==> src/rtl/dmem_arbiter_pkg.sv <==
// Shared types and defaults for the data-memory arbiter.
// Owner encoding steers read data in the cycle after a granted read.
package dmem_arbiter_pkg;

  localparam int AW_DEF = 16;
  localparam int DW_DEF = 16;

  typedef enum logic {
    OWN_CPU = 1'b0,
    OWN_EXT = 1'b1
  } owner_e;

endpackage

==> src/rtl/dmem_starve_cnt.sv <==
// Saturating count of cycles the external port lost arbitration.
// Present only when DMEM_ARB_STARVE_EN is defined.
module dmem_starve_cnt #(
  parameter int unsigned LIMIT = 4
) (
  input  logic clk,
  input  logic rst,
  input  logic ext_req,
  input  logic ext_gnt,
  output logic force_ext
);

  localparam int unsigned CW = $clog2(LIMIT + 1);
  localparam logic [CW-1:0] MAX = CW'(LIMIT);

  logic [CW-1:0] cnt_q;

  always_ff @(posedge clk) begin
    if (rst) begin
      cnt_q <= '0;
    end else if (ext_gnt) begin
      cnt_q <= '0;
    end else if (ext_req && (cnt_q != MAX)) begin
      cnt_q <= cnt_q + 1'b1;
    end
  end

  assign force_ext = ext_req && (cnt_q == MAX);

endmodule

==> src/rtl/dmem_arbiter.sv <==
// CPU / external-port arbiter for a single-port data memory.
// Define DMEM_ARB_STARVE_EN to bound external-port starvation.
module dmem_arbiter
  import dmem_arbiter_pkg::*;
#(
  parameter int AW           = AW_DEF,
  parameter int DW           = DW_DEF,
  parameter int STARVE_LIMIT = 4
) (
  input  logic          clk,
  input  logic          rst,
  input  logic          cpu_re,
  input  logic          cpu_we,
  input  logic [AW-1:0] cpu_addr,
  input  logic [DW-1:0] cpu_wdata,
  output logic [DW-1:0] cpu_rdata,
  output logic          cpu_stall,
  input  logic          ext_req,
  input  logic          ext_we,
  input  logic [AW-1:0] ext_addr,
  input  logic [DW-1:0] ext_wdata,
  output logic          ext_gnt,
  output logic          ext_rvalid,
  output logic [DW-1:0] ext_rdata,
  output logic          mem_re,
  output logic          mem_we,
  output logic [AW-1:0] mem_addr,
  output logic [DW-1:0] mem_wdata,
  input  logic [DW-1:0] mem_rdata
);

  if (STARVE_LIMIT < 1) begin : g_bad_limit
    $error("STARVE_LIMIT must be at least 1");
  end

  logic          cpu_act;
  logic          cpu_gnt;
  logic          ext_go;
  logic          force_ext;
  logic          cpu_rd;
  logic          rd_q;
  owner_e        own_q;
  logic [AW-1:0] addr_q;
  logic [DW-1:0] wdata_q;
  logic [DW-1:0] cpu_rdata_q;
  logic [DW-1:0] ext_rdata_q;

  assign cpu_act   = cpu_re | cpu_we;
  assign cpu_gnt   = !rst && cpu_act && !force_ext;
  assign ext_go    = !rst && ext_req && !cpu_gnt;
  assign ext_gnt   = ext_go;
  assign cpu_stall = !rst && cpu_act && !cpu_gnt;

`ifdef DMEM_ARB_STARVE_EN
  dmem_starve_cnt #(
    .LIMIT (STARVE_LIMIT)
  ) u_starve (
    .clk       (clk),
    .rst       (rst),
    .ext_req   (ext_req),
    .ext_gnt   (ext_go),
    .force_ext (force_ext)
  );
`else
  assign force_ext = 1'b0;
`endif

  // A simultaneous load+store from the CPU is a store only.
  always_comb begin
    mem_re    = 1'b0;
    mem_we    = 1'b0;
    mem_addr  = addr_q;
    mem_wdata = wdata_q;
    unique case (1'b1)
      cpu_gnt: begin
        mem_we    = cpu_we;
        mem_re    = !cpu_we;
        mem_addr  = cpu_addr;
        mem_wdata = cpu_wdata;
      end
      ext_go: begin
        mem_we    = ext_we;
        mem_re    = !ext_we;
        mem_addr  = ext_addr;
        mem_wdata = ext_wdata;
      end
      default: ;
    endcase
  end

  assign cpu_rd     = !rst && rd_q && (own_q == OWN_CPU);
  assign ext_rvalid = !rst && rd_q && (own_q == OWN_EXT);

  assign cpu_rdata = rst    ? '0 :
                     cpu_rd ? mem_rdata : cpu_rdata_q;
  assign ext_rdata = rst        ? '0 :
                     ext_rvalid ? mem_rdata : ext_rdata_q;

  always_ff @(posedge clk) begin
    if (rst) begin
      rd_q        <= 1'b0;
      own_q       <= OWN_CPU;
      addr_q      <= '0;
      wdata_q     <= '0;
      cpu_rdata_q <= '0;
      ext_rdata_q <= '0;
    end else begin
      rd_q  <= mem_re;
      own_q <= ext_go ? OWN_EXT : OWN_CPU;
      if (cpu_gnt || ext_go) begin
        addr_q  <= mem_addr;
        wdata_q <= mem_wdata;
      end
      if (cpu_rd) begin
        cpu_rdata_q <= mem_rdata;
      end
      if (ext_rvalid) begin
        ext_rdata_q <= mem_rdata;
      end
    end
  end

endmodule

==> config.mk <==
export PLATFORM = sky130hd
export DESIGN_NAME = dmem_arbiter
export DESIGN_NICKNAME = d
export VERILOG_FILES = /design/src/rtl/dmem_arbiter_pkg.sv /design/src/rtl/dmem_starve_cnt.sv /design/src/rtl/dmem_arbiter.sv
export SDC_FILE = /design/constraint.sdc
export NUM_CORES = 1
export LEC_CHECK = 0
export ABC_CLOCK_PERIOD_IN_PS = 1350
export CELL_PAD_IN_SITES_DETAIL_PLACEMENT = 0
export CELL_PAD_IN_SITES_GLOBAL_PLACEMENT = 2
export CORE_MARGIN = 4
export CORE_UTILIZATION = 22
export DETAILED_ROUTE_END_ITERATION = 12
export GPL_TIMING_DRIVEN = 1
export PLACE_DENSITY_LB_ADDON = 0.15
export REMOVE_ABC_BUFFERS = 1
export SLEW_MARGIN = 15
export SYNTH_ARGS = -nofsm -noshare
export SYNTH_HDL_FRONTEND = slang
export SYNTH_SLANG_ARGS = --single-unit
==> constraint.sdc <==
create_clock -name clk -period 1.35 [get_ports clk]
set_input_delay 0.2025 -clock clk [delete_from_list [all_inputs] [get_ports clk]]
set_output_delay 0.2025 -clock clk [all_outputs]
set_load 0.005 [all_outputs]
==> run metrics, run 1 <==
outcome=finished with violations; failing checks=negative setup slack; Die Y-Extent=130 um; cell area after synthesis=0.00327 mm2; Final Hold Vio Count=0; Avg Inst Size Synth=8.05 um2; Top Ports=155; drc violations=0; number of flops mapped to enable cells by yosys=0; YS warnings=0; Area contributors post-synth=dfxtp_1 40%, nand2_1 13%, mux2i_1 9.8%, a211oi_1 7.1%, a31oi_1 6.3%; initial antenna violation count=1; Synth async-reset ratio=0%; gr usage total=about 17%; buffers plus inverters on the worst setup path=4; CP max FO=5; hold_buf cts=0; crit-path leading delay family=buffers and inverters; drt wl/cell=about 16 um; global placement routability congestion=0.736; RSZ-0062 raised after global routing=true; worst skew pair latency=0.34 ns; type of the worst min-delay path=in2reg; CP Cell Sequence=nor3b_4 > buf_6 > buf_12 > buf_12 > nand2_4 > o21ai_2 > buf_2; DRT Pass-1 Iters=4; Placed Cells=790; slowest cell on the critical path=dfxtp_4; H-Tree Depth=3; Fmax=between 500 and 600 MHz; Power Dens Cells=801 mW/mm2; Setup CP Type=reg2out; via count=4,129; post-synth top area share=between 40% and 50%; Post-Route WL=15.0 mm; Initial Util=22.5%; Primary FF master, synth=dfxtp_1; Die Span X=around 130 um; critical path startpoint category=flip-flop; non-filler cells, final=912; Layout Area Growth over Synthesis=132%; post-place setup slack=-0.880 ns; DRT iter0 DRCs=between 100 and 150; vias in the first global route=4,322; Total Power=6080 uW; # fillers=1,346; Leak=0.00345 uW; crit path time final=1.72 ns; Clock Tree Buf Depth=2; Slew Limit Fails=0; global-route wire length before repair=22.8 mm; Crit path top cell by count=buf_12; Critical Path AT=1.52 ns; fin nets=around 810; setup violators final=74; worst vdd ir=0.000591 V; largest net degree at the start of global routing=36; total die area=0.0169 mm2; Max-cap violations=0; total grt overflow=0; clk sink count=66; CTS tree=built; largest area contributor in the netlist=dfxtp_1; dpl hpwl=between 8 and 9 mm; Critical Path RT=approximately 1.2 ns; ANT cells=0; dpl cell area=approximately 0.0055 mm2; post-synthesis sequential area ratio=40.4%; CP Capture Type=primary output; Placeable Area=0.0145 mm2; Cell variety after synth=26; worst setup margin=-0.374 ns; CTS Buf Count=9; period utilization=128%; ANT nets after route=0; Port Buf Inserts=between 150 and 200; clock transition at the registers of the reported paths=around 0.060 ns; most frequent cells in the layout=94 x buf_4, 80 x clkdlybuf4s50_1, 70 x buf_6, 69 x nand2_1, 64 x dfxtp_1; most common cell after layout, fill and taps aside=buf_4; worst clock skew=0.00547 ns; vias per cell=4.53; TNS Setup=-18.62 ns; post-route cell area=about 0.0076 mm2; # rows=44; layout cell share with drive strength beyond 1=between 50% and 60%; Seq cells post-synth=66; CP max stage delay=around 0.35 ns; clk root buf=clkbuf_16; Post-Syn Instances=406
[cell type report]
class                   count  area (um2)  share of cell area (%)
multi-input cells         301        2350                    31.0
well taps                 184         230                    3.03
inverters                   3        16.3                   0.214
clock inverters             5        30.0                   0.396
repair buffers            342        3390                    44.7
flip-flops and latches     66        1330                    17.5
clock buffers              11         243                    3.20
[flip-flops by register name, indices dropped and copies added (netlist names)]
| name | flops |
|---|---|
| cpu_rdata_q | 16 |
| wdata_q | 16 |
| rd_q | 1 |
| ext_rdata_q | 16 |
| addr_q | 16 |
| own_q | 1 |
[through the flow]
step           hold slack, ns  util [%]
2_1_floorplan           0.267         -
3_3_place_gp            0.460      38.0
3_5_place_dp            0.466      38.0
4_1_cts                 0.126      49.9
5_1_grt                 0.133      52.2
6_report                0.139      52.2
[timing repair]
item / 4_1_cts / 5_1_grt
setup endpoints to repair: 72 / 75
buffers inserted: 86 / 17
pin swaps: 46 / 28
cloned: 11 / 1
resized for setup: 485 / 78
[logic make-up (layout without fill, tap and decap cells)]
logic type,after synthesis,after routing,share of synthesized area [%]
mux,32,32,9.80
other cells,1,1,0.115
flops,66,66,40.4
compound gates,83,83,16.7
simple gates,185,185,25.2
buf+inv,39,361,7.77
[routing by layer]
metal	routed length, um	vias up	part of all wire, %	global-route usage [%]
met2	7460	116	50	30.0
met5	7	-	0.047	0
met1	6380	1948	43	21.7
met3	919	18	6.1	4.05
li1	-	2045	-	-
met4	213	2	1.4	4.95
[tightest hold or removal path, stage by stage]
cell,delay [ns]
buf_6,0.08
buf_4,0.11
nor3_1,0.05
[synthesized netlist by cell type (2+ instances only)]
cell      count
a211oi_1     31
buf_4        10
clkbuf_1      7
a31oi_1      33
and2_1        2
nand3b_1     16
dfxtp_1      66
nand2_1     112
buf_6         7
inv_1         2
nor3_1        2
mux2i_1      32
nand2b_1     17
nor2_1       33
buf_2        11
o21ai_0      14
o21ai_1       2
[report_power, final]
| group | switching (uW) | internal, uW |
|---|---|---|
| sequential | 50.3 | 2060 |
| combinational | 728 | 1040 |
| clock | 914 | 1280 |
[final timing paths]
path / start / to / slack [ns] / depth (start not counted)
max: own_q$_SDFF_PP0_ / cpu_rdata[5] / -0.37 / 7
min: cpu_we / rd_q$_SDFF_PP0_ / 0.14 / 3
min reg2reg: cpu_rdata_q[13]$_DFF_P_ / cpu_rdata_q[13]$_DFF_P_ / 0.47 / 2
max reg2reg: rd_q$_SDFF_PP0_ / cpu_rdata_q[0]$_DFF_P_ / -0.36 / 12
Power figures use the tool's default switching activity.
==> run 2, diff against run 1 <==
Settings changed: RECOVER_POWER from default to 100.
==> run 2 against run 1 <==
The flow still finishes with violations (negative setup slack). Sequential cell count did not move. Design area fell by 0.56%. Sequential power barely moved. Non-clock buffer count did not move. Fmax barely moved. Clock skew barely moved.
==> run metrics, run 2 (synthesis results as in run 1) <==
drt wl/cell=16.4 um (about the same); gr usage total=17.4% (unchanged); dpl hpwl=8.43 mm (unchanged); critical path startpoint category=flip-flop; Leak=0.00343 uW (-0.51%); clock transition at the registers of the reported paths=0.06 ns (about the same); outcome=finished with violations; Critical Path RT=1.15 ns (about the same); total grt overflow=0 (unchanged); worst setup margin=-0.374 ns (+0.000249 ns); Setup CP Type=reg2out; CP Capture Type=primary output; slowest cell on the critical path=dfxtp_4; total die area=0.0169 mm2 (unchanged); # fillers=1,353 (+0.52%); Reg area=0.00133 mm2 (unchanged); Layout Utilization=51.9% (-0.29 points); vias per cell=4.53 (about the same); Final Hold Vio Count=0 (unchanged); Clock Tree Buf Depth=2 (unchanged); most frequent cells in the layout=93 x buf_4, 80 x clkdlybuf4s50_1, 69 x nand2_1, 66 x buf_6, 64 x dfxtp_1; Slew Limit Fails=0 (unchanged); Port Buf Inserts=153 (unchanged); ANT cells=0 (unchanged); Post-Route WL=15.0 mm (about the same); CP max stage delay=0.35 ns (about the same); post-place setup slack=-0.880 ns (unchanged); Top Ports=155 (unchanged); initial antenna violation count=1 (unchanged); Die Span X=130 um (unchanged); DRT Pass-1 Iters=4 (unchanged); Die Y-Extent=130 um (unchanged); worst vdd ir=0.000572 V (-3.3%); worst hold slack=0.138 ns (-0.000744 ns); CP Cell Sequence=nor3b_4 > buf_6 > buf_12 > buf_12 > nand2_4 > o21ai_2 > buf_2; global-route wire length before repair=22.8 mm (unchanged); failing checks=negative setup slack; ANT nets after route=0 (unchanged); type of the worst min-delay path=in2reg; Initial Util=22.5% (unchanged); non-filler cells, final=912 (unchanged); largest net degree at the start of global routing=36 (unchanged); most common cell after layout, fill and taps aside=buf_4; RSZ-0062 raised after global routing=true; CTS Buf Count=9 (unchanged); layout cell share with drive strength beyond 1=51.6% (-0.82 points); clk sink count=66 (unchanged); Critical Path AT=1.52 ns (about the same); Crit path top cell by count=buf_12; Placed Cells=790 (unchanged); crit-path leading delay family=buffers and inverters; global placement routability congestion=0.736 (unchanged); H-Tree Depth=3 (unchanged); multi-input logic area=0.00234 mm2 (-0.59%); CTS tree=built; TNS Setup=-21.23 ns (-2.61 ns); DRT iter0 DRCs=131 (-7.7%); Fmax=580 MHz (about the same); CP max FO=5 (unchanged); Max-cap violations=0 (unchanged); Layout Area Growth over Synthesis=131%; Placeable Area=0.0145 mm2 (unchanged); # rows=44 (unchanged); fin nets=809 (unchanged); period utilization=128% (about the same); Power Dens Cells=803 mW/mm2 (+0.27%); worst skew pair latency=0.34 ns (about the same); worst clock skew=0.00546 ns (-0.00000904 ns); clk root buf=clkbuf_16; crit path time final=1.72 ns (-0.000249 ns); setup violators final=74 (unchanged); buffers plus inverters on the worst setup path=4 (unchanged); hold_buf cts=0 (unchanged); vias in the first global route=4,322 (unchanged); via count=4,132 (+0.073%); drc violations=0 (unchanged)
## run 2: worst paths after layout
kind	to	startpoint	slack [ns]	cells past startpoint
setup reg to reg	cpu_rdata_q[0]$_DFF_P_	rd_q$_SDFF_PP0_	-0.36	12
hold reg to reg	cpu_rdata_q[13]$_DFF_P_	cpu_rdata_q[13]$_DFF_P_	0.47	2
hold / removal	rd_q$_SDFF_PP0_	cpu_we	0.14	3
setup / recovery	cpu_rdata[5]	own_q$_SDFF_PP0_	-0.37	7
## run 2: report_power, final
group | switching (uW) | total [uW] | internal (uW)
clock network | 914 | 2200 | 1280
logic | 723 | 1750 | 1030
registers | 50.4 | 2110 | 2060
total | 1690 | 6060 | 4370
## run 2: metrics by stage
| stage | instance area (um2) | total power (uW) |
|---|---|---|
| global route | 7550 | 6320 |
| floorplan | 3020 | 2530 |
| global placement | 5520 | 3440 |
| finish | 7550 | 6060 |
| CTS | 7250 | 6040 |
| detailed placement | 5520 | 3450 |
## run 2: repair_timing
action,4_1_cts,5_1_grt
setup endpoints to repair,72,75
setup buffers,86,17
pin swaps,46,28
resized for setup,485,78
gates cloned,11,1
## run 2: layout make-up
| cell class | count | area share (%) |
|---|---|---|
| clock buffer | 11 | 3.22 |
| clock inverter | 5 | 0.398 |
| sequential | 66 | 17.6 |
| multi-input combinational | 301 | 31.0 |
| tap | 184 | 3.05 |
| inverter | 3 | 0.216 |
| timing repair buffer | 342 | 44.6 |
## run 2: worst min-delay path: cells and delay by family
family	cells	cell delay, ns
buf+inv	2	0.19
simple gates	1	0.05
## run 2: metal layers
metal | vias to the layer above | global-route usage, % | part of all wire [%] | wire length, um
met5 | - | 0 | 0.047 | 7
met4 | 2 | 4.95 | 1.4 | 213
met3 | 18 | 4.05 | 6.2 | 933
met2 | 118 | 30.0 | 50 | 7460
met1 | 1947 | 21.7 | 42 | 6360
li1 | 2047 | - | - | -
==> variant: new RTL, flow settings as in run 1 <==
Change the package constant `DW_DEF` from 16 to 20.
--- a/src/rtl/dmem_arbiter_pkg.sv
+++ b/src/rtl/dmem_arbiter_pkg.sv
@@ -3,7 +3,7 @@
 package dmem_arbiter_pkg;
 
   localparam int AW_DEF = 16;
-  localparam int DW_DEF = 16;
+  localparam int DW_DEF = 20;
 
   typedef enum logic {
     OWN_CPU = 1'b0,
Interface: changed (6 resized); port bits go from 155 to 179. The function was not compared with the original's and may differ.
==> variant against run 1 <==
- the flow still finishes with violations (setup timing)
- wire length increased by 16%
- cell area increased by 10%
- sequential cell count increased by 12
- power increased by 24%
- final cell count increased by 9.4%
- area after synthesis increased by 18%
- global-route usage decreased by 0.053 points
- combinational power increased by 11%
- critical endpoint is now cpu_rdata[16]
- critical path type unchanged
- synthesized cell count increased by 16%
- worst setup slack got worse by 0.0092 ns
- sequential share of layout area increased by 1.2 points
==> variant: results (changes against run 1) <==
DRT met1 WL=7.50 mm (+18%); Max Clock Skew=0.00488 ns (-0.000590 ns); post-DR vias/cell=4.54 (+0.30%); largest vdd supply drop=0.549 mV (-7.1%); count of buffers from port buffering=177 (+16%); sequential fraction of the synthesis area=0.407 (+0.00234); power per standard cell area=898 nW/um2 (+12%); maximum number of pins on one net before global-route repair=28 (-22%); first-pass GRT wire length=26.9 mm (+18%); antenna violations before repair=0 (-1); ratio of cells with drive above 1 in the final layout=0.529 (+0.00438); leading post-synthesis cells by cell area=sky130_fd_sc_hd__dfxtp_1, sky130_fd_sc_hd__nand2_1, sky130_fd_sc_hd__mux2i_1; worst r2r dst=ext_rdata_q[2]; failing checks=setup timing; worst reg-to-reg path cell count=9 (-3); violation count after the first detailed-routing iteration=89 (-37%); run status=finished, violations left; Slowest-stage cell, CP=sky130_fd_sc_hd__dfxtp_2; metal3 WL=1.11 mm (+21%); met2 GRT Util=0.298 (-0.00187); Post-synth top cells=sky130_fd_sc_hd__nand2_1, sky130_fd_sc_hd__dfxtp_1, sky130_fd_sc_hd__a31oi_1, sky130_fd_sc_hd__nor2_1, sky130_fd_sc_hd__mux2i_1; Routed wire per std cell=17.4 um (+6.1%); GRT met1 Usage=0.212 (-0.00477); Post-layout nets=866 (+7.0%); crit path setup slack, layout=-0.383 ns (-0.00921 ns); static leakage=3.72 nW (+8.0%); final setup fails=77 (+4.1%); global routing usage on met3=0.0495 (+0.00898); last weighted congestion value of the routability-driven placer=0.730 (-0.82%); total global-route track usage=0.173 (-0.000531); worst-case register-to-register setup slack=0 ns (+0.36 ns); vias in the first global route=4,779 (+11%); Met2 Routed Length=8.58 mm (+15%)
variant: power breakdown:
part           internal, mW  total, mW  switching, mW
registers              2.43       2.48         0.0537
clock network          2.00       3.07           1.06
logic                  1.11       1.96          0.847
total                  5.54       7.51           1.96
variant: cell families (layout without fill, tap and decap cells):
group / Yosys count / count (layout) / share of synthesized area
AO/OA/AOI/OAI: 95 / 95 / 0.177
buffers and inverters: 45 / 346 / 0.0711
flip-flops: 78 / 78 / 0.407
multiplexers: 36 / 36 / 0.0939
other: 1 / 1 / 0.000977
AND/OR/NAND/NOR: 217 / 217 / 0.250
variant: cell type report:
type                            count  share of cell area
Clock buffer                        9              0.0269
Multi-Input combinational cell    349               0.351
Clock inverter                      7              0.0174
Inverter                            3             0.00135
Timing Repair Buffer              327               0.383
Sequential cell                    78               0.187
Tap cell                          225              0.0337
variant: how the worst max path moves through the flow:
stage	to
finish	cpu_rdata[16]
global placement	mem_addr[10]
global route	ext_rdata[13]
detailed placement	mem_wdata[11]
CTS	ext_rdata[18]
floorplan	cpu_rdata_q[0]
variant: metrics by stage:
stage,instances,setup TNS (ns),hold slack (ns),setup slack [ns],total power [mW]
after floorplan,430,-116.73,0.267,-1.54,2.98
after global placement,920,-59.76,0.460,-0.898,4.01
after detailed placement,920,-60.79,0.464,-0.909,4.02
after CTS,998,-21.42,0.143,-0.423,7.47
after global routing,998,-23.94,0.159,-0.470,7.84
final,998,-18.30,0.152,-0.383,7.51
variant: worst register-to-register path, delay by kind of cell, from the launching register on:
family | cells | cell delay [ns]
buffers and inverters | 6 | 0.68
and+or+nand+nor | 3 | 0.25
DFF | 1 | 0.33
variant: timing repair:
action | 4_1_cts | 5_1_grt
setup buffers | 47 | 12
cloned | 15 | 2
pin swaps | 41 | 53
setup endpoints to repair | 93 | 80
gates resized for setup | 519 | 138
